**config.mk**
```make
export PLATFORM = sky130hd
export DESIGN_NAME = board_renderer_flat
export DESIGN_NICKNAME = d
export VERILOG_FILES = /design/src/rtl/ppu_pkg.sv /design/src/rtl/board_renderer_if.sv /design/src/rtl/board_cell_ram.sv /design/src/rtl/board_renderer.sv /design/src/flat_wrapper.sv
export SDC_FILE = /design/constraint.sdc
export NUM_CORES = 1
export LEC_CHECK = 0
export CAP_MARGIN = 20
export CORE_MARGIN = 5
export CORE_UTILIZATION = 58
export CTS_BUF_LIST = sky130_fd_sc_hd__clkbuf_16
export CTS_CLUSTER_SIZE = 25
export DETAILED_ROUTE_END_ITERATION = 12
export DONT_BUFFER_PORTS = 1
export PLACE_DENSITY = 0.76
export SLEW_MARGIN = 20
export SYNTH_ARGS = -nofsm -noshare
export SYNTH_HDL_FRONTEND = slang
export SYNTH_HIERARCHICAL = 1
export SYNTH_SLANG_ARGS = --single-unit
```
**constraint.sdc**
```tcl
create_clock -name vga_clk -period 5.7 [get_ports vga_clk]
set_input_delay 0.57 -clock vga_clk [delete_from_list [all_inputs] [get_ports vga_clk]]
set_output_delay 0.57 -clock vga_clk [all_outputs]
set_load 0.02 [all_outputs]
```
**src/rtl/ppu_pkg.sv**
```systemverilog
// Shared types and colours for the procedural Battleship board renderer.
// Cell states match the 2-bit encoding stored in the cell RAM.
package ppu_pkg;

    typedef enum logic [1:0] {
        WATER = 2'd0,
        SHIP  = 2'd1,
        HIT   = 2'd2,
        MISS  = 2'd3
    } cell_state_t;

    typedef enum logic {
        IDLE  = 1'b0,
        CLEAR = 1'b1
    } clr_state_t;

    typedef struct packed {
        logic [7:0] r;
        logic [7:0] g;
        logic [7:0] b;
    } rgb_t;

    localparam rgb_t COL_BLACK      = 24'h000000;
    localparam rgb_t COL_BACKGROUND = 24'h102010;
    localparam rgb_t COL_GRID_LINE  = 24'h000000;
    localparam rgb_t COL_WATER      = 24'h1E64C8;
    localparam rgb_t COL_SHIP       = 24'h808080;
    localparam rgb_t COL_HIT        = 24'hE02020;
    localparam rgb_t COL_MISS       = 24'hFFFFFF;
    localparam rgb_t COL_CURSOR     = 24'hFFFF00;

    function automatic rgb_t cell_colour(input cell_state_t state);
        rgb_t colour;
        case (state)
            WATER:   colour = COL_WATER;
            SHIP:    colour = COL_SHIP;
            HIT:     colour = COL_HIT;
            MISS:    colour = COL_MISS;
            default: colour = COL_WATER;
        endcase
        return colour;
    endfunction

endpackage

```
**src/rtl/board_renderer_if.sv**
```systemverilog
// Cell-write / board-clear port between game logic (master) and the renderer (slave).
interface board_renderer_if #(
    parameter int NUM_BOARDS = 2,
    localparam int BOARD_W = (NUM_BOARDS > 1) ? $clog2(NUM_BOARDS) : 1
) ();

    logic               wr_valid;
    logic               wr_ready;
    logic [BOARD_W-1:0] wr_board;
    logic [3:0]         wr_row;
    logic [3:0]         wr_col;
    logic [1:0]         wr_state;
    logic               clr_valid;
    logic               clr_busy;

    modport master (
        output wr_valid, wr_board, wr_row, wr_col, wr_state, clr_valid,
        input  wr_ready, clr_busy
    );

    modport slave (
        input  wr_valid, wr_board, wr_row, wr_col, wr_state, clr_valid,
        output wr_ready, clr_busy
    );

endinterface

```
**src/rtl/board_cell_ram.sv**
```systemverilog
// Per-cell state store: one synchronous read port for the pixel pipeline, one write port.
// Contents are deliberately not reset; software clears boards explicitly.
module board_cell_ram
    import ppu_pkg::*;
#(
    parameter int DEPTH  = 200,
    parameter int ADDR_W = 8
) (
    input  logic              clk,
    input  logic              wr_en,
    input  logic [ADDR_W-1:0] wr_addr,
    input  cell_state_t       wr_data,
    input  logic [ADDR_W-1:0] rd_addr,
    output cell_state_t       rd_data
);

    cell_state_t mem [DEPTH];

    always_ff @(posedge clk) begin
        if (wr_en) begin
            mem[wr_addr] <= wr_data;
        end
        rd_data <= mem[rd_addr];
    end

endmodule

```
**src/rtl/board_renderer.sv**
```systemverilog
// Draws NUM_BOARDS Battleship grids procedurally from a cell-state RAM, 2-cycle pixel latency.
// Optional macro BOARD_CURSOR_EN adds a 1-px highlight ring inside one selected cell.
module board_renderer
    import ppu_pkg::*;
#(
    parameter int NUM_BOARDS   = 2,
    parameter int GRID         = 10,
    parameter int CELL_PX_LOG2 = 4,
    parameter int BOARD_X0     = 100,
    parameter int BOARD_Y0     = 160,
    parameter int BOARD_GAP    = 78,
    parameter int V_ACTIVE     = 480,
    localparam int BOARD_W     = (NUM_BOARDS > 1) ? $clog2(NUM_BOARDS) : 1
) (
    input  logic               vga_clk,
    input  logic               rst_n,
    input  logic [9:0]         next_x,
    input  logic [9:0]         next_y,
    board_renderer_if.slave    wr_bus,
`ifdef BOARD_CURSOR_EN
    input  logic               cur_en,
    input  logic [BOARD_W-1:0] cur_board,
    input  logic [3:0]         cur_row,
    input  logic [3:0]         cur_col,
`endif
    output logic [7:0]         r_in,
    output logic [7:0]         g_in,
    output logic [7:0]         b_in
);

    localparam int PITCH    = 1 << CELL_PX_LOG2;
    localparam int BOARD_PX = GRID * PITCH + 1;
    localparam int STRIDE   = BOARD_PX + BOARD_GAP;
    localparam int CELLS    = GRID * GRID;
    localparam int DEPTH    = NUM_BOARDS * CELLS;
    localparam int ADDR_W   = $clog2(DEPTH);
    localparam int CELL_W   = $clog2(CELLS);
    localparam logic [CELL_PX_LOG2-1:0] SUB_ZERO = '0;

    logic [10:0]             px, py, lx, ly, row_full, col_full;
    logic                    in_rows, hit, on_grid;
    logic [BOARD_W-1:0]      hit_board;
    logic [CELL_PX_LOG2-1:0] lx_sub, ly_sub;
    logic [ADDR_W-1:0]       rd_addr, wr_addr;
    cell_state_t             rd_data, wr_data;
    logic                    wr_en;

    // 11-bit position math so the right edge of the last board cannot wrap.
    assign px      = {1'b0, next_x};
    assign py      = {1'b0, next_y};
    assign in_rows = (py >= 11'(BOARD_Y0)) && (py < 11'(BOARD_Y0 + BOARD_PX));
    assign ly      = py - 11'(BOARD_Y0);

    always_comb begin
        hit       = 1'b0;
        hit_board = '0;
        lx        = '0;
        for (int b = 0; b < NUM_BOARDS; b++) begin
            if (!hit && in_rows && (px >= 11'(BOARD_X0 + b * STRIDE)) &&
                (px < 11'(BOARD_X0 + b * STRIDE + BOARD_PX))) begin
                hit       = 1'b1;
                hit_board = BOARD_W'(b);
                lx        = px - 11'(BOARD_X0 + b * STRIDE);
            end
        end
    end

    assign lx_sub   = lx[CELL_PX_LOG2-1:0];
    assign ly_sub   = ly[CELL_PX_LOG2-1:0];
    assign on_grid  = (lx_sub == SUB_ZERO) || (ly_sub == SUB_ZERO);
    assign col_full = lx >> CELL_PX_LOG2;
    assign row_full = ly >> CELL_PX_LOG2;

    // The closing line yields row/col == GRID; it is always a grid pixel, so the address is parked.
    assign rd_addr = (hit && !on_grid)
                   ? ADDR_W'((int'(hit_board) * GRID + int'(row_full)) * GRID + int'(col_full))
                   : '0;

`ifdef BOARD_CURSOR_EN
    localparam logic [CELL_PX_LOG2-1:0] SUB_ONE  = CELL_PX_LOG2'(1);
    localparam logic [CELL_PX_LOG2-1:0] SUB_LAST = CELL_PX_LOG2'(PITCH - 1);
    logic cur_ring;
    assign cur_ring = cur_en && hit && (hit_board == cur_board) &&
                      (row_full == 11'(cur_row)) && (col_full == 11'(cur_col)) &&
                      ((lx_sub == SUB_ONE) || (lx_sub == SUB_LAST) ||
                       (ly_sub == SUB_ONE) || (ly_sub == SUB_LAST));
`endif

    logic s1_valid, s1_hit, s1_grid;
`ifdef BOARD_CURSOR_EN
    logic s1_cursor;
`endif
    rgb_t rgb_q;

    always_ff @(posedge vga_clk) begin
        if (!rst_n) begin
            s1_valid  <= 1'b0;
            s1_hit    <= 1'b0;
            s1_grid   <= 1'b0;
`ifdef BOARD_CURSOR_EN
            s1_cursor <= 1'b0;
`endif
        end else begin
            s1_valid  <= 1'b1;
            s1_hit    <= hit;
            s1_grid   <= on_grid;
`ifdef BOARD_CURSOR_EN
            s1_cursor <= cur_ring;
`endif
        end
    end

    always_ff @(posedge vga_clk) begin
        if (!rst_n) begin
            rgb_q <= COL_BLACK;
        end else if (!s1_valid) begin
            rgb_q <= COL_BLACK;
        end else if (!s1_hit) begin
            rgb_q <= COL_BACKGROUND;
        end else if (s1_grid) begin
            rgb_q <= COL_GRID_LINE;
`ifdef BOARD_CURSOR_EN
        end else if (s1_cursor) begin
            rgb_q <= COL_CURSOR;
`endif
        end else begin
            rgb_q <= cell_colour(rd_data);
        end
    end

    assign r_in = rgb_q.r;
    assign g_in = rgb_q.g;
    assign b_in = rgb_q.b;

    clr_state_t         state;
    logic [BOARD_W-1:0] clr_board;
    logic [CELL_W-1:0]  clr_cell;
    logic               clr_busy_q, ready_q, in_vblank;
    logic               usr_in_range, usr_we, clr_we;

    assign in_vblank = (next_y >= 10'(V_ACTIVE));

    // ready_q already encodes "vblank and idle"; a same-cycle clear request still takes priority.
    always_ff @(posedge vga_clk) begin
        if (!rst_n) begin
            state      <= IDLE;
            clr_board  <= '0;
            clr_cell   <= '0;
            clr_busy_q <= 1'b0;
            ready_q    <= 1'b0;
        end else begin
            case (state)
                IDLE: begin
                    if (wr_bus.clr_valid) begin
                        state      <= CLEAR;
                        clr_board  <= wr_bus.wr_board;
                        clr_cell   <= '0;
                        clr_busy_q <= 1'b1;
                        ready_q    <= 1'b0;
                    end else begin
                        ready_q    <= in_vblank;
                    end
                end
                CLEAR: begin
                    ready_q <= 1'b0;
                    if (in_vblank) begin
                        if (clr_cell == CELL_W'(CELLS - 1)) begin
                            state      <= IDLE;
                            clr_busy_q <= 1'b0;
                            ready_q    <= 1'b1;
                        end else begin
                            clr_cell <= clr_cell + CELL_W'(1);
                        end
                    end
                end
                default: begin
                    state   <= IDLE;
                    ready_q <= 1'b0;
                end
            endcase
        end
    end

    assign wr_bus.wr_ready = ready_q && !wr_bus.clr_valid;
    assign wr_bus.clr_busy = clr_busy_q;

    assign usr_in_range = (int'(wr_bus.wr_board) < NUM_BOARDS) &&
                          (int'(wr_bus.wr_row) < GRID) && (int'(wr_bus.wr_col) < GRID);
    assign usr_we  = wr_bus.wr_valid && wr_bus.wr_ready && usr_in_range;
    assign clr_we  = (state == CLEAR) && in_vblank && (int'(clr_board) < NUM_BOARDS);

    assign wr_en   = usr_we || clr_we;
    assign wr_addr = clr_we
                   ? ADDR_W'(int'(clr_board) * CELLS + int'(clr_cell))
                   : ADDR_W'((int'(wr_bus.wr_board) * GRID + int'(wr_bus.wr_row)) * GRID +
                             int'(wr_bus.wr_col));
    assign wr_data = clr_we ? WATER : cell_state_t'(wr_bus.wr_state);

    board_cell_ram #(
        .DEPTH  (DEPTH),
        .ADDR_W (ADDR_W)
    ) u_ram (
        .clk     (vga_clk),
        .wr_en   (wr_en),
        .wr_addr (wr_addr),
        .wr_data (wr_data),
        .rd_addr (rd_addr),
        .rd_data (rd_data)
    );

endmodule

```
**src/flat_wrapper.sv**
```systemverilog
// flat-port wrapper written by rule: the top's interface ports become plain ports
module board_renderer_flat import ppu_pkg::*;
#(
    parameter int NUM_BOARDS   = 2,
    parameter int GRID         = 10,
    parameter int CELL_PX_LOG2 = 4,
    parameter int BOARD_X0     = 100,
    parameter int BOARD_Y0     = 160,
    parameter int BOARD_GAP    = 78,
    parameter int V_ACTIVE     = 480,
    localparam int BOARD_W     = (NUM_BOARDS > 1) ? $clog2(NUM_BOARDS) : 1
)
  (vga_clk, rst_n, next_x, next_y, r_in, g_in, b_in, wr_bus_wr_valid, wr_bus_wr_board, wr_bus_wr_row, wr_bus_wr_col, wr_bus_wr_state, wr_bus_clr_valid, wr_bus_wr_ready, wr_bus_clr_busy);
  board_renderer_if #(.NUM_BOARDS(NUM_BOARDS)) wr_bus_i ();
  input  logic vga_clk;
  input  logic rst_n;
  input  logic [9:0] next_x;
  input  logic [9:0] next_y;
  output logic [7:0] r_in;
  output logic [7:0] g_in;
  output logic [7:0] b_in;
  input wire logic [$bits(wr_bus_i.wr_valid)-1:0] wr_bus_wr_valid;
  input wire logic [$bits(wr_bus_i.wr_board)-1:0] wr_bus_wr_board;
  input wire logic [$bits(wr_bus_i.wr_row)-1:0] wr_bus_wr_row;
  input wire logic [$bits(wr_bus_i.wr_col)-1:0] wr_bus_wr_col;
  input wire logic [$bits(wr_bus_i.wr_state)-1:0] wr_bus_wr_state;
  input wire logic [$bits(wr_bus_i.clr_valid)-1:0] wr_bus_clr_valid;
  output wire logic [$bits(wr_bus_i.wr_ready)-1:0] wr_bus_wr_ready;
  output wire logic [$bits(wr_bus_i.clr_busy)-1:0] wr_bus_clr_busy;
  assign wr_bus_i.wr_valid = wr_bus_wr_valid;
  assign wr_bus_i.wr_board = wr_bus_wr_board;
  assign wr_bus_i.wr_row = wr_bus_wr_row;
  assign wr_bus_i.wr_col = wr_bus_wr_col;
  assign wr_bus_i.wr_state = wr_bus_wr_state;
  assign wr_bus_i.clr_valid = wr_bus_clr_valid;
  assign wr_bus_wr_ready = wr_bus_i.wr_ready;
  assign wr_bus_clr_busy = wr_bus_i.clr_busy;
  board_renderer #(.NUM_BOARDS(NUM_BOARDS), .GRID(GRID), .CELL_PX_LOG2(CELL_PX_LOG2), .BOARD_X0(BOARD_X0), .BOARD_Y0(BOARD_Y0), .BOARD_GAP(BOARD_GAP), .V_ACTIVE(V_ACTIVE)) u_core (.vga_clk(vga_clk), .rst_n(rst_n), .next_x(next_x), .next_y(next_y), .wr_bus(wr_bus_i), .r_in(r_in), .g_in(g_in), .b_in(b_in));
endmodule
```
* Word level (Yosys, flattened, before mapping) *
Memory sizes are Yosys's and may differ from the RTL's. A register that Yosys moved wholly into a read port is not among the register bits.
Index checks and enable logic that the tools add are counted.

storage, ports and cells
  logic and storage cells = 105
  output and inout bits = 26
  memories kept = 1
  register bits = 38
  input port bits = 35
  bits in writable memories = 400

operators by class
  eq/ne operators = 8
  order comparisons = 9
  bitwise operators = 4
  add/subtract/negate cells = 9
  muxes and demuxes = 30
  reductions and logical operators = 25
  multipliers = 5

memory list
  memory            depth  bits a word  rd ports  clocked after Yosys merged registers in  wr ports  RTL line              RTL
  u_core.u_ram.mem  200    2            1         1                                        1         board_cell_ram.sv:17  cell_state_t mem [DEPTH];

operators by type and width
  operator                 number
  $pmux W24 S4             1
  $mul A32 B4 Y7 const B   2
  $mux W21                 2
  $add A32 B5 Y32          1
  $add A32 B8 Y32          1
  $lt A10 B9 Y1 const B    3
  $mux W11                 2
  $mux W7                  3
  $ge A10 B9 Y1 const B    2
  $add A8 B8 Y8            2
  $mux W8                  2
  $mux W1                  15
  $pmux W7 S2              1
  $logic_and A1 B1 Y1      12
  $sub A10 B7 Y11 const B  1
  $sub A10 B8 Y11 const B  1
  $sub A10 B9 Y11 const B  1
  $ge A10 B7 Y1 const B    1
  $ge A10 B8 Y1 const B    1
  $add A8 B5 Y8            1
  $logic_not A4 Y1         2
  $lt A4 B4 Y1 const B     2
  $mul A1 B3 Y4 const B    2
  $ne A2 B2 Y1 const B     4
  14 further kinds         25

* Logic depth before layout (Yosys ltp) *
Gate-level depths: netlist of run 1.

  depth in word-level cells = 15
  gate-level depth with buffers = 25
  depth with buffers taken out = 24

* Hierarchy *
Netlist of run 1, hierarchy kept.

by module, submodules not included
  module          seq. area each (µm²)  cells an instance  area an instance (µm²)  times used
  board_cell_ram  12,051.6              933                16,538.4                1
  board_renderer  460.4                 332                2,722.6                 1

* Worst setup path after synthesis of run 1 *
No wires, ideal clock.

  kind = in2reg
  start = in next_y[5]
  end = reg u_core.u_ram.rd_data[0], read port of u_core.u_ram.mem
  arrival time = 5,438 ps
  library setup time = 74 ps
  setup slack = 188 ps
  data required time = 5,626 ps
  stages = 24
  path buffers = 1
  cells stage by stage = inv_1 -> ha_1 -> and2b_1 -> o21ai_1 -> a221o_1 -> buf_6 -> nor2_2 -> ha_1 -> a31oi_1 -> and2_2 -> nor2_1 -> ha_1 -> ha_1 -> a21o_1 -> a21oi_1 -> xnor3_1 -> or3_1 -> nand3_1 -> nor3b_1 -> or3_1 -> nor3_1 -> nor4_1 -> nand3_1 -> a31oi_1

between the ends
  word-level cells in the longest chain between the ends = 15
  elaborated cells between the ends (all ways) = 24
  those cells by class = 3 x add/sub; 2 x mul; 2 x order compare; 6 x mux; 11 x reduce/logical

RTL lines
  item                                                          RTL line                                    RTL
  start: declaration                                            flat_wrapper.sv:18                          input logic [9:0] next_y;
  $ge A10 B8 Y1 / $lt A10 B9 Y1 (equally long branches)         board_renderer.sv:51                        assign in_rows = (py >= 11'(BOARD_Y0)) && (py < 11'(BOARD_Y0 + BOARD_PX));
  $logic_and A1 B1 Y1                                           board_renderer.sv:51
  $logic_and A1 B1 Y1 (2 in series)                             board_renderer.sv:59                        if (!hit && in_rows && (px >= 11'(BOARD_X0 + b * STRIDE)) &&
  $mux W1                                                       board_renderer.sv:59
  $logic_not A1 Y1                                              board_renderer.sv:59
  $logic_and A1 B1 Y1 (3 in series)                             board_renderer.sv:59
  $mux W1 / $mux W11 (equally long branches)                    board_renderer.sv:59
  $mul A1 B3 Y4 / $logic_not A4 Y1 (equally long branches)      board_renderer.sv:76, board_renderer.sv:70
  $add A32 B8 Y32 / $logic_or A1 B1 Y1 (equally long branches)  board_renderer.sv:76, board_renderer.sv:70
  $mul A32 B4 Y7 / $logic_not A1 Y1 (equally long branches)     board_renderer.sv:76, board_renderer.sv:75
  $add A8 B8 Y8 / $logic_and A1 B1 Y1 (equally long branches)   board_renderer.sv:76, board_renderer.sv:75
  $mux W8 *                                                     board_renderer.sv:76                        ? ADDR_W'((int'(hit_board) * GRID + int'(row_full)) * GRID + int'(col_full))
  net u_core.rd_addr[7]                                         board_renderer.sv:44                        logic [ADDR_W-1:0] rd_addr, wr_addr;
  end: declaration                                              board_cell_ram.sv:14                        output cell_state_t rd_data

Mark *: on every way through the listed nets, which the timed path passes. The rest lies on a longest branch.
A chain may end at the register's enable or synchronous reset.

* Final worst setup path of run 1 *
  start = in next_x[3]
  end = reg u_core.u_ram.rd_data[1], read port of u_core.u_ram.mem

between the ends
  word-level cells in the longest chain between the ends = 14
  elaborated cells between the ends (all ways) = 26
  those cells by class = 4 x add/sub; 2 x mul; 4 x order compare; 6 x mux; 10 x reduce/logical

RTL lines
  item                                                          RTL line                                    RTL
  start: declaration                                            flat_wrapper.sv:17                          input logic [9:0] next_x;
  $ge A10 B7 Y1                                                 board_renderer.sv:59
  $logic_and A1 B1 Y1 (2 in series)                             board_renderer.sv:59
  $mux W1                                                       board_renderer.sv:59
  $logic_not A1 Y1                                              board_renderer.sv:59
  $logic_and A1 B1 Y1 (3 in series)                             board_renderer.sv:59
  $mux W1 / $mux W11 (equally long branches)                    board_renderer.sv:59
  $mul A1 B3 Y4 / $logic_not A4 Y1 (equally long branches)      board_renderer.sv:76, board_renderer.sv:70
  $add A32 B8 Y32 / $logic_or A1 B1 Y1 (equally long branches)  board_renderer.sv:76, board_renderer.sv:70
  $mul A32 B4 Y7 / $logic_not A1 Y1 (equally long branches)     board_renderer.sv:76, board_renderer.sv:75
  $add A8 B8 Y8 / $logic_and A1 B1 Y1 (equally long branches)   board_renderer.sv:76, board_renderer.sv:75
  $mux W8 *                                                     board_renderer.sv:76
  net u_core.rd_addr[7]                                         board_renderer.sv:44

Marked as above.

==> flow_metrics.env, run 1 <==
export IMPL_grt_overflow=0
export IMPL_yosys_area_top_type="edfxtp_1"
export IMPL_clkTransAtPathRegs_ns=0.06
export IMPL_cts_hold_buf=0
export IMPL_crit_family="compound AO/OA/AOI/OAI gates"
export IMPL_ir_worst_vdd_mv=0.2576
export IMPL_synthTopCellsByCount="edfxtp_1, nor2_1, mux4_2"
export IMPL_cp_depth=23
export IMPL_synth_warnings=6
export IMPL_cts_resized=0
export IMPL_clk_path_buf_depth=3
export IMPL_cp_slowest_stage_delay_ns=0.40
export IMPL_cts_num_sinks=425
export IMPL_worstSetupStartpointType="input port"
export IMPL_postRouteAntennaNets=0
export IMPL_start_util_pct=58.90
export IMPL_cts_root_buffer="clkbuf_16"
export IMPL_ys_ff_latch=425
export IMPL_port_buffers=0
export IMPL_power_switching_share_pct=23.47
export IMPL_fin_crit_sh_pct=85.82
export IMPL_yosysTopAreaCellShare_pct=62.36
export IMPL_comb_power_share_pct=8.5
export IMPL_yosysSeqAreaShare_pct=64.96
export IMPL_yosys_cell_count_top_type="edfxtp_1"
export IMPL_hold_viol=0
export IMPL_p_int_mw=5.003
export IMPL_die_w_um=192.2
export IMPL_syn_instance_count=1265
export IMPL_post_drt_wl_per_cell_um=23.84
export IMPL_path_max_fanout=9
export IMPL_insertion_delay_ns=0.54
export IMPL_cts_made_buffers=44
export IMPL_p_sw_mw=1.534
export IMPL_dp_hpwl_um=26170
export IMPL_synth_edf_count=400
export IMPL_layout_nets=1338
export IMPL_power_density_nw_per_um2=311.7
export IMPL_setup_tns_ns=0
export IMPL_syn_area_per_cell_sq_um=15.23
export IMPL_n_fill_cell=2353
export IMPL_seqPwrFrac_pct=52.8
export IMPL_status="completed"
export IMPL_htree_num_levels=2
export IMPL_grt_pass1_vias=10910
export IMPL_synthTopCellsByArea="edfxtp_1, mux4_2, nor2_1"
export IMPL_rsz0062_at_grt="false"
export IMPL_area_growth_synth_to_final_pct=8.887
export IMPL_arrival_ns=5.30
export IMPL_place_congestion=0.8882
export IMPL_post_cts_buffers=0
export IMPL_antenna_found_initial=1
export IMPL_via_per_inst=6.259
export IMPL_rows=66
export IMPL_cpMostUsedCell="ha_1"
export IMPL_path_cells="inv_1 > ha_1 > a311oi_1 > a211oi_1 > o311ai_4 > nor2_2 > ha_1 > a31oi_1 > and2_2 > nor2_1 > ha_1 > ha_1 > a21o_1 > a21oi_1 > xnor3_1 > or3_1 > a21oi_1 > nor3b_1 > buf_4 > or3_1 > a21oi_1 > a41o_1 > nor4_1"
export IMPL_drive_above_1_share_pct=16.33
export IMPL_coreArea_sq_um=32700
export IMPL_crit_type="input port to register"
export IMPL_async_flop_share_pct=0
export IMPL_drt_total_wl_um=41200
export IMPL_required_ns=6.11
export IMPL_clock_fmax_mhz=204.4
export IMPL_drc=0
export IMPL_grt_usage_pct=22.84
export IMPL_finalSetupViolations=0
export IMPL_slew_headroom_pct=37.85
export IMPL_firstDrtPassIters=5
export IMPL_critPathSlowestCell="a211oi_1"
export IMPL_total_leakage_power_nw=6.538
export IMPL_hold_class="input port to register"
export IMPL_grt_first_pass_wirelength_um=63570
export IMPL_die_area_sq_um=36950
export IMPL_critical_path_buf_inv_count=2
export IMPL_drv_cap=0
export IMPL_syn_nets=1349
export IMPL_chipHeight_um=192.2
export IMPL_tritoncts="built"
export IMPL_worst_pin_slew_ns=0.9322
export IMPL_endpoint_kind="register"
export IMPL_period_minus_slack_ns=4.892
export IMPL_ys_types=65
export IMPL_slew_viol_final=0
export IMPL_antenna_cells=0
export IMPL_reg2regPathDepth=8
export IMPL_final_core_util_pct=64.13
export IMPL_syn_cell_area_sq_um=19260
export IMPL_drt_iter0_markers=1486
export IMPL_ioPinCount=61
export IMPL_fin_skew_ns=0.01591
export IMPL_p_clk_share_pct=38.7
export IMPL_holdPathStages=0
export IMPL_grt_max_degree=111
export IMPL_ys_flop_type="edfxtp_1"
export IMPL_vias=10820
-- placed cells by master (no fill, tap or decap), types with 13 or more instances in the layout --
master	Yosys	routed
inv_1	18	30
a21oi_1	35	35
xnor2_1	13	13
o21ai_0	18	18
nand3_1	19	19
nand2b_1	14	14
ha_1	45	45
mux4_2	100	100
edfxtp_1	400	400
nor2b_1	17	17
buf_4	25	17
nor2_1	242	238
nor3_1	21	21
nand2_1	55	55
mux2i_1	28	28
dfxtp_1	25	24
clkbuf_16	0	44
-- routing by layer --
layer / vias up / track usage, % / part of all wire [%]
li1: 4797 / - / -
met1: 5501 / 30.86 / 39
met2: 450 / 39.18 / 51
met3: 66 / 4.471 / 8.3
met4: 2 / 4.827 / 1.9
met5: - / 0 / 0.024
-- worst register-to-register path, delay by kind of cell, from the launching register on --
kind	cells	cell delay [ns]
compound gates	1	0.62
fa+ha+maj	2	0.53
flops	1	0.36
simple gates	5	1.53
-- power groups by stage --
stage	Combinational, mW	Clock (mW)	Sequential (mW)
floorplan	0.390	0	3.53
global placement	0.534	0	3.52
detailed placement	0.542	0	3.52
CTS	0.547	2.57	3.45
global route	0.608	2.72	3.45
finish	0.555	2.53	3.45
-- cell type report --
type	count	area (sq um)	share of cell area (%)
Clock buffer	44	1101	5.250
Sequential cell	425	12510	59.66
Clock inverter	34	163.9	0.7815
Tap cell	442	553.0	2.637
Inverter	18	67.56	0.3222
Multi-Input combinational cell	738	6238	29.75
Timing Repair Buffer	27	335.3	1.599
-- metrics by stage --
step	instances	power [mW]	area [sq um]	hold WS [ns]	setup WS [ns]
2_1_floorplan	1265	3.917	19260	0.4591	0.1877
3_3_place_gp	1649	4.053	19680	0.4839	0.3629
3_5_place_dp	1649	4.061	19680	0.4883	0.3307
4_1_cts	1727	6.573	20950	0.03851	0.8558
5_1_grt	1728	6.780	20970	0.03732	0.4290
6_report	1728	6.538	20970	0.06174	0.8081
-- kinds of logic (layout without fill, tap and decap cells) --
kind of cell | after synthesis | after routing | synth area share, %
xor+xnor | 26 | 26 | 1.254
fa+ha+maj | 49 | 49 | 3.339
simple gates | 411 | 411 | 9.367
buf+inv | 102 | 123 | 2.806
flops | 425 | 425 | 64.96
mux | 143 | 143 | 14.41
compound gates | 109 | 109 | 3.859
-- final timing paths --
path	to	start	slack, ns
max	u_core/u_ram/rd_data[1]	next_x[3]	0.81
min reg2reg	u_core/clr_cell[1]	u_core/clr_cell[1]	0.50
min	u_core/s1_valid	rst_n	0.06
max reg2reg	u_core/u_ram/mem[111][0]	u_core/clr_cell[2]	2.33
-- state kept, by name, indices dropped and copies added (netlist names) --
signal,count
u_core/s1_grid,1
u_core/clr_cell,7
u_core/r_in,5
u_core/b_in,2
u_core/s1_valid,1
u_core/ready_q,1
u_core/state,1
u_core/u_ram/rd_data,2
u_core/wr_bus.clr_busy,1
u_core/u_ram/mem,400
u_core/clr_board,1
u_core/s1_hit,1
u_core/g_in,2
No activity file was read; power rests on OpenSTA's default activity.
==> inputs of run 2 (changes only) <==
SETUP_SLACK_MARGIN = 0.5   (was default)
==> run 2 against run 1 <==
Critical path depth stayed put. Power is 0.23% higher. First-iteration DRC count is 17% lower. Non-clock buffer count is 8 higher. Clock power hardly changed. Fmax hardly changed. Utilization is 0.065 points higher. Setup slack better by 0.0024 ns. Global-route usage is 0.15 points lower.
==> flow_metrics.env, run 2 (same netlist as run 1, synthesis figures left out) <==
export IMPL_comb_power_share_pct=8.5
export IMPL_die_area_sq_um=36950
export IMPL_tritoncts="built"
export IMPL_p_sw_mw=1.518
export IMPL_via_per_inst=6.319
export IMPL_holdPathStages=0
export IMPL_multiInputGateArea_sq_um=6261
export IMPL_power_mw=6.553
export IMPL_registers_top_by_ff_count="u_core/u_ram/mem"
export IMPL_coreArea_sq_um=32700
export IMPL_dp_hpwl_um=26120
export IMPL_place_congestion=0.8585
export IMPL_power_switching_share_pct=23.16
export IMPL_cts_root_buffer="clkbuf_16"
export IMPL_rows=66
export IMPL_period_minus_slack_ns=4.889
export IMPL_ioPinCount=61
export IMPL_die_w_um=192.2
export IMPL_grt_overflow=0
export IMPL_vias=10930
export IMPL_largest_register_ffs=400
export IMPL_worstSetupStartpointType="input port"
export IMPL_required_ns=6.17
export IMPL_postRouteAntennaNets=0
export IMPL_hold_viol=0
export IMPL_final_seq_area_sq_um=12510
export IMPL_reg2regPathDepth=8
export IMPL_final_cell_mix="edfxtp_1, nor2_1, mux4_2"
export IMPL_clk_path_buf_depth=3
export IMPL_p_clk_share_pct=38.8
export IMPL_fin_crit_sh_pct=85.78
export IMPL_htree_num_levels=2
export IMPL_layout_nets=1344
export IMPL_drt_total_wl_um=41010
export IMPL_clkTransAtPathRegs_ns=0.06
export IMPL_grt_usage_pct=22.68
export IMPL_clock_fmax_mhz=204.5
export IMPL_total_leakage_power_nw=6.566
export IMPL_drt_iter0_markers=1228
export IMPL_grt_pass1_vias=10970
export IMPL_fin_skew_ns=0.01047
export IMPL_port_buffers=0
export IMPL_power_density_nw_per_um2=312.1
export IMPL_rsz0062_at_grt="false"
export IMPL_ir_worst_vdd_mv=0.2659
export IMPL_insertion_delay_ns=0.55
export IMPL_post_drt_wl_per_cell_um=23.72
export IMPL_mostFrequentLayoutCell="edfxtp_1"
export IMPL_chipHeight_um=192.2
export IMPL_drive_above_1_share_pct=17.02
export IMPL_slew_viol_final=0
export IMPL_status="completed"
export IMPL_antenna_found_initial=0
export IMPL_cts_made_buffers=42
export IMPL_hold_class="input port to register"
export IMPL_dpl_cell_count=1655
export IMPL_endpoint_kind="register"
export IMPL_seqPwrFrac_pct=52.7
export IMPL_arrival_ns=5.36
export IMPL_grt_first_pass_wirelength_um=63560
export IMPL_drv_cap=0
export IMPL_worst_pin_slew_ns=1.034
export IMPL_drc=0
export IMPL_n_fill_cell=2306
export IMPL_start_util_pct=58.90
export IMPL_cts_num_sinks=425
export IMPL_slew_headroom_pct=31.07
export IMPL_firstDrtPassIters=5
export IMPL_finalSetupViolations=0
export IMPL_setup_tns_ns=0
export IMPL_grt_max_degree=201
export IMPL_p_int_mw=5.035
export IMPL_path_max_fanout=8
export IMPL_layout_cells_non_filler=1729
export IMPL_area_growth_synth_to_final_pct=8.997
export IMPL_antenna_cells=0
export IMPL_crit_type="input port to register"
run 2: changes by cell type in the layout (fill, tap and decap cells not counted), sizes merged:
cell / before / now
buf: 27 / 35
bufinv: 0 / 2
clkbuf: 44 / 42
clkinv: 19 / 12
run 2: worst paths after layout:
path | startpoint | endpoint | slack (ns)
worst max-delay path | next_x[2] | u_core/u_ram/rd_data[0] | 0.81
worst min-delay path | rst_n | u_core/s1_valid | 0.06
worst max register to register | u_core/clr_cell[2] | u_core/u_ram/mem[190][1] | 2.33
worst min register to register | u_core/s1_valid | u_core/b_in[4] | 0.50
run 2: critical path: stages:
cell	delay (ns)
inv_1	0.04
ha_1	0.26
a311oi_2	0.30
a211oi_2	0.10
o311ai_4	0.31
nor2_2	0.08
ha_1	0.32
a31oi_1	0.26
and2_2	0.20
nor2_1	0.04
ha_1	0.31
ha_1	0.28
a21o_1	0.15
a21oi_1	0.20
xnor3_1	0.35
or3_1	0.37
nand3_1	0.09
nor3b_4	0.29
or3_1	0.20
nor3_1	0.06
nor4_1	0.30
nand3_1	0.11
a31oi_1	0.14
run 2: area by class of cell:
cell class | instances | area share (%)
clock buffer | 42 | 5.006
timing repair buffer | 35 | 1.645
clock inverter | 29 | 0.9655
tap | 442 | 2.634
inverter | 18 | 0.3218
sequential | 425 | 59.60
multi-input combinational | 738 | 29.82
run 2: power by group through the flow:
stage          clock (mW)  combinational (mW)  sequential, mW
5_1_grt              2.71               0.609            3.45
3_3_place_gp            0               0.536            3.52
4_1_cts              2.58               0.549            3.45
6_report             2.54               0.556            3.45
3_5_place_dp            0               0.545            3.52
2_1_floorplan           0               0.392            3.53
run 2: what timing repair did:
action | 4_1_cts | 5_1_grt
gates resized for setup | 0 | 2
setup endpoints to repair | 0 | 2
setup buffers | 0 | 2
hold buffers | 0 | 0
run 2: through the flow:
stage                     setup slack (ns)  util (%)  area [sq um]  hold WS (ns)
after CTS                           0.7368     64.03         20940       0.04252
after global routing                0.5181     64.20         20990       0.04635
after global placement              0.3427     60.20         19690        0.4906
after floorplan                     0.5019         -         19270        0.4591
after detailed placement            0.2244     60.20         19690        0.4936
final                               0.8106     64.20         20990       0.06045
run 2: routing by layer:
layer  wire, um  global-route usage, %  share of wire, %
met5          0                      0                 0
met4       1158                  6.528               2.8
met3       3594                  4.980               8.8
met2      20400                  37.56                50
met1      15850                  30.73                39
==> inputs of run 3 (changes only) <==
ABC_AREA = 0   (was default)
CORE_UTILIZATION = 60   (was 58)
clock period = 4.6 ns   (was 5.7 ns; I/O delays follow)
==> run 3 against run 2 <==
Utilization is 4.6 points higher. Critical path depth grew 1. Routed wire length rose by 4.9%. Clock skew up 0.016 ns. Global-route usage up 1.5 points. Final cell count rose by 1.1%. Sequential share of layout area shrank 2.1 points. Count of clock-buffer cells in the layout stayed put. Die area is 3.2% lower. Register-to-register slack lost 1.2 ns. Power rose by 28%. Critical endpoint unchanged. Largest cell class unchanged.
==> flow_metrics.env, run 3 (same netlist as run 1, synthesis figures left out) <==
export IMPL_status="completed"
export IMPL_worstSetupStartpointType="input port"
export IMPL_chipHeight_um=189.2
export IMPL_dpl_worst_slack_ns=-0.3185
export IMPL_path_max_fanout=5
export IMPL_die_w_um=189.2
export IMPL_place_congestion=0.8840
export IMPL_slew_headroom_pct=41.43
export IMPL_post_drt_wl_per_cell_um=24.61
export IMPL_vias=11200
export IMPL_grt_first_pass_wirelength_um=65320
export IMPL_arrival_ns=4.65
export IMPL_clk_path_buf_depth=3
export IMPL_via_per_inst=6.407
export IMPL_final_cell_mix="edfxtp_1, nor2_1, mux4_2"
export IMPL_dp_hpwl_um=28190
export IMPL_registers_top_by_ff_count="u_core/u_ram/mem"
export IMPL_mostFrequentLayoutCell="edfxtp_1"
export IMPL_drc=0
export IMPL_grt_max_degree=105
export IMPL_grt_usage_pct=24.14
export IMPL_coreArea_sq_um=31640
export IMPL_htree_num_levels=2
export IMPL_stdcell_area_sq_um=21780
export IMPL_grt_met3_usage_pct=5.900
export IMPL_start_util_pct=60.88
export IMPL_fin_crit_sh_pct=92.32
export IMPL_cts_root_buffer="clkbuf_16"
export IMPL_antenna_found_initial=2
export IMPL_cts_made_buffers=42
export IMPL_fin_skew_ns=0.02682
export IMPL_rows=65
export IMPL_ir_worst_vdd_mv=0.3796
export IMPL_clkTransAtPathRegs_ns=0.06
export IMPL_drt_iter0_markers=1230
export IMPL_hold_viol=0
export IMPL_tritoncts="built"
export IMPL_grt_util_met2_pct=39.66
export IMPL_drive_above_1_share_pct=22.88
export IMPL_grtUsageMet1_pct=32.58
export IMPL_die_area_sq_um=35790
export IMPL_largest_register_ffs=400
export IMPL_hold_class="input port to register"
export IMPL_cts_num_sinks=425
export IMPL_port_buffers=0
export IMPL_drt_total_wl_um=43020
export IMPL_placed_area_sq_um=20220
export IMPL_grt_pass1_vias=11190
export IMPL_worst_pin_slew_ns=0.8764
export IMPL_crit_type="input port to register"
export IMPL_insertion_delay_ns=0.55
export IMPL_ioPinCount=61
export IMPL_postRouteAntennaNets=0
export IMPL_firstDrtPassIters=5
export IMPL_endpoint_kind="register"
export IMPL_antenna_cells=0
export IMPL_fin_ws_ns=0.3531
export IMPL_period_minus_slack_ns=4.247
export IMPL_grt_overflow=0
export IMPL_power_density_nw_per_um2=385.7
export IMPL_layout_nets=1397
export IMPL_clock_fmax_mhz=235.5
export IMPL_final_core_util_pct=68.84
export IMPL_finalSetupViolations=0
export IMPL_drv_cap=0
export IMPL_power_mw=8.400
export IMPL_slew_viol_final=0
export IMPL_holdWs_ns=0.06683
export IMPL_required_ns=5.01
export IMPL_area_growth_synth_to_final_pct=13.06
export IMPL_total_leakage_power_nw=6.864
export IMPL_rsz0062_at_grt="true"
export IMPL_grt_busiest_layer="met2"
[run 3: cell count changes in the layout (fill, tap and decap cells not counted), sizes merged]
cell         change
buf             +52
clkinv           +8
inv              -6
bufinv           +2
clkinvlp         +2
dlygate4sd3      +1
[run 3: path summary, 6_finish.rpt]
kind	startpoint	to	slack (ns)	cells past startpoint
setup reg to reg	u_core/clr_cell[2]	u_core/u_ram/mem[136][0]	1.09	8
setup / recovery	next_y[5]	u_core/u_ram/rd_data[0]	0.35	24
hold / removal	rst_n	u_core/state	0.07	2
hold reg to reg	u_core/s1_valid	u_core/r_in[4]	0.50	1
[run 3: area by class of cell]
cell class	count	area [sq um]
clock inverter	35	294.0
clock buffer	42	1051
fill	2041	9859
inverter	18	92.59
timing repair buffer	88	837.1
sequential	425	12510
tap	402	503.0
multi-input combinational	738	6486
[run 3: repair_timing]
item                                    CTS  global route
endpoints found under the setup margin    2             8
pin swaps                                17            11
hold buffers                              1             0
resized for setup                         8            14
setup buffers                             6             5
hold endpoints to repair                  1             0
[run 3: critical path, cell delays in order]
cell and delay (ns):
inv_12 0.02, ha_4 0.15, and2b_1 0.21, o21ai_1 0.07, a221o_1 0.35, nor2_4 0.18
ha_4 0.24, a31oi_4 0.17, and2_4 0.17, nor2_2 0.03, ha_1 0.29, ha_1 0.27
a21o_1 0.16, a21oi_2 0.13, xnor3_1 0.24, or3_4 0.40, buf_6 0.13, a21oi_4 0.13
nor3b_4 0.07, or3_4 0.39, nor2_1 0.13, a21oi_1 0.09, nand3_1 0.10, a31oi_1 0.06
[run 3: report_power, final]
part / total [mW] / internal (mW) / leakage (nW) / switching, mW
sequential: 4.28 / 4.27 / 3.82 / 0.0122
combinational: 0.813 / 0.286 / 2.38 / 0.527
clock: 3.31 / 1.90 / 0.667 / 1.41
[run 3: stage by stage]
stage	cells	TNS (ns)
global route	1748	0
CTS	1743	0
floorplan	1265	-0.2780
global placement	1659	-0.09629
finish	1748	0
detailed placement	1659	-0.5403
[run 3: per-layer routing]
metal / vias up / wire length, um / share of wire, %
met2: 573 / 21310 / 50
met4: 4 / 1171 / 2.7
met3: 93 / 4191 / 9.7
met5: - / 26 / 0.060
met1: 5591 / 16320 / 38
li1: 4938 / - / -
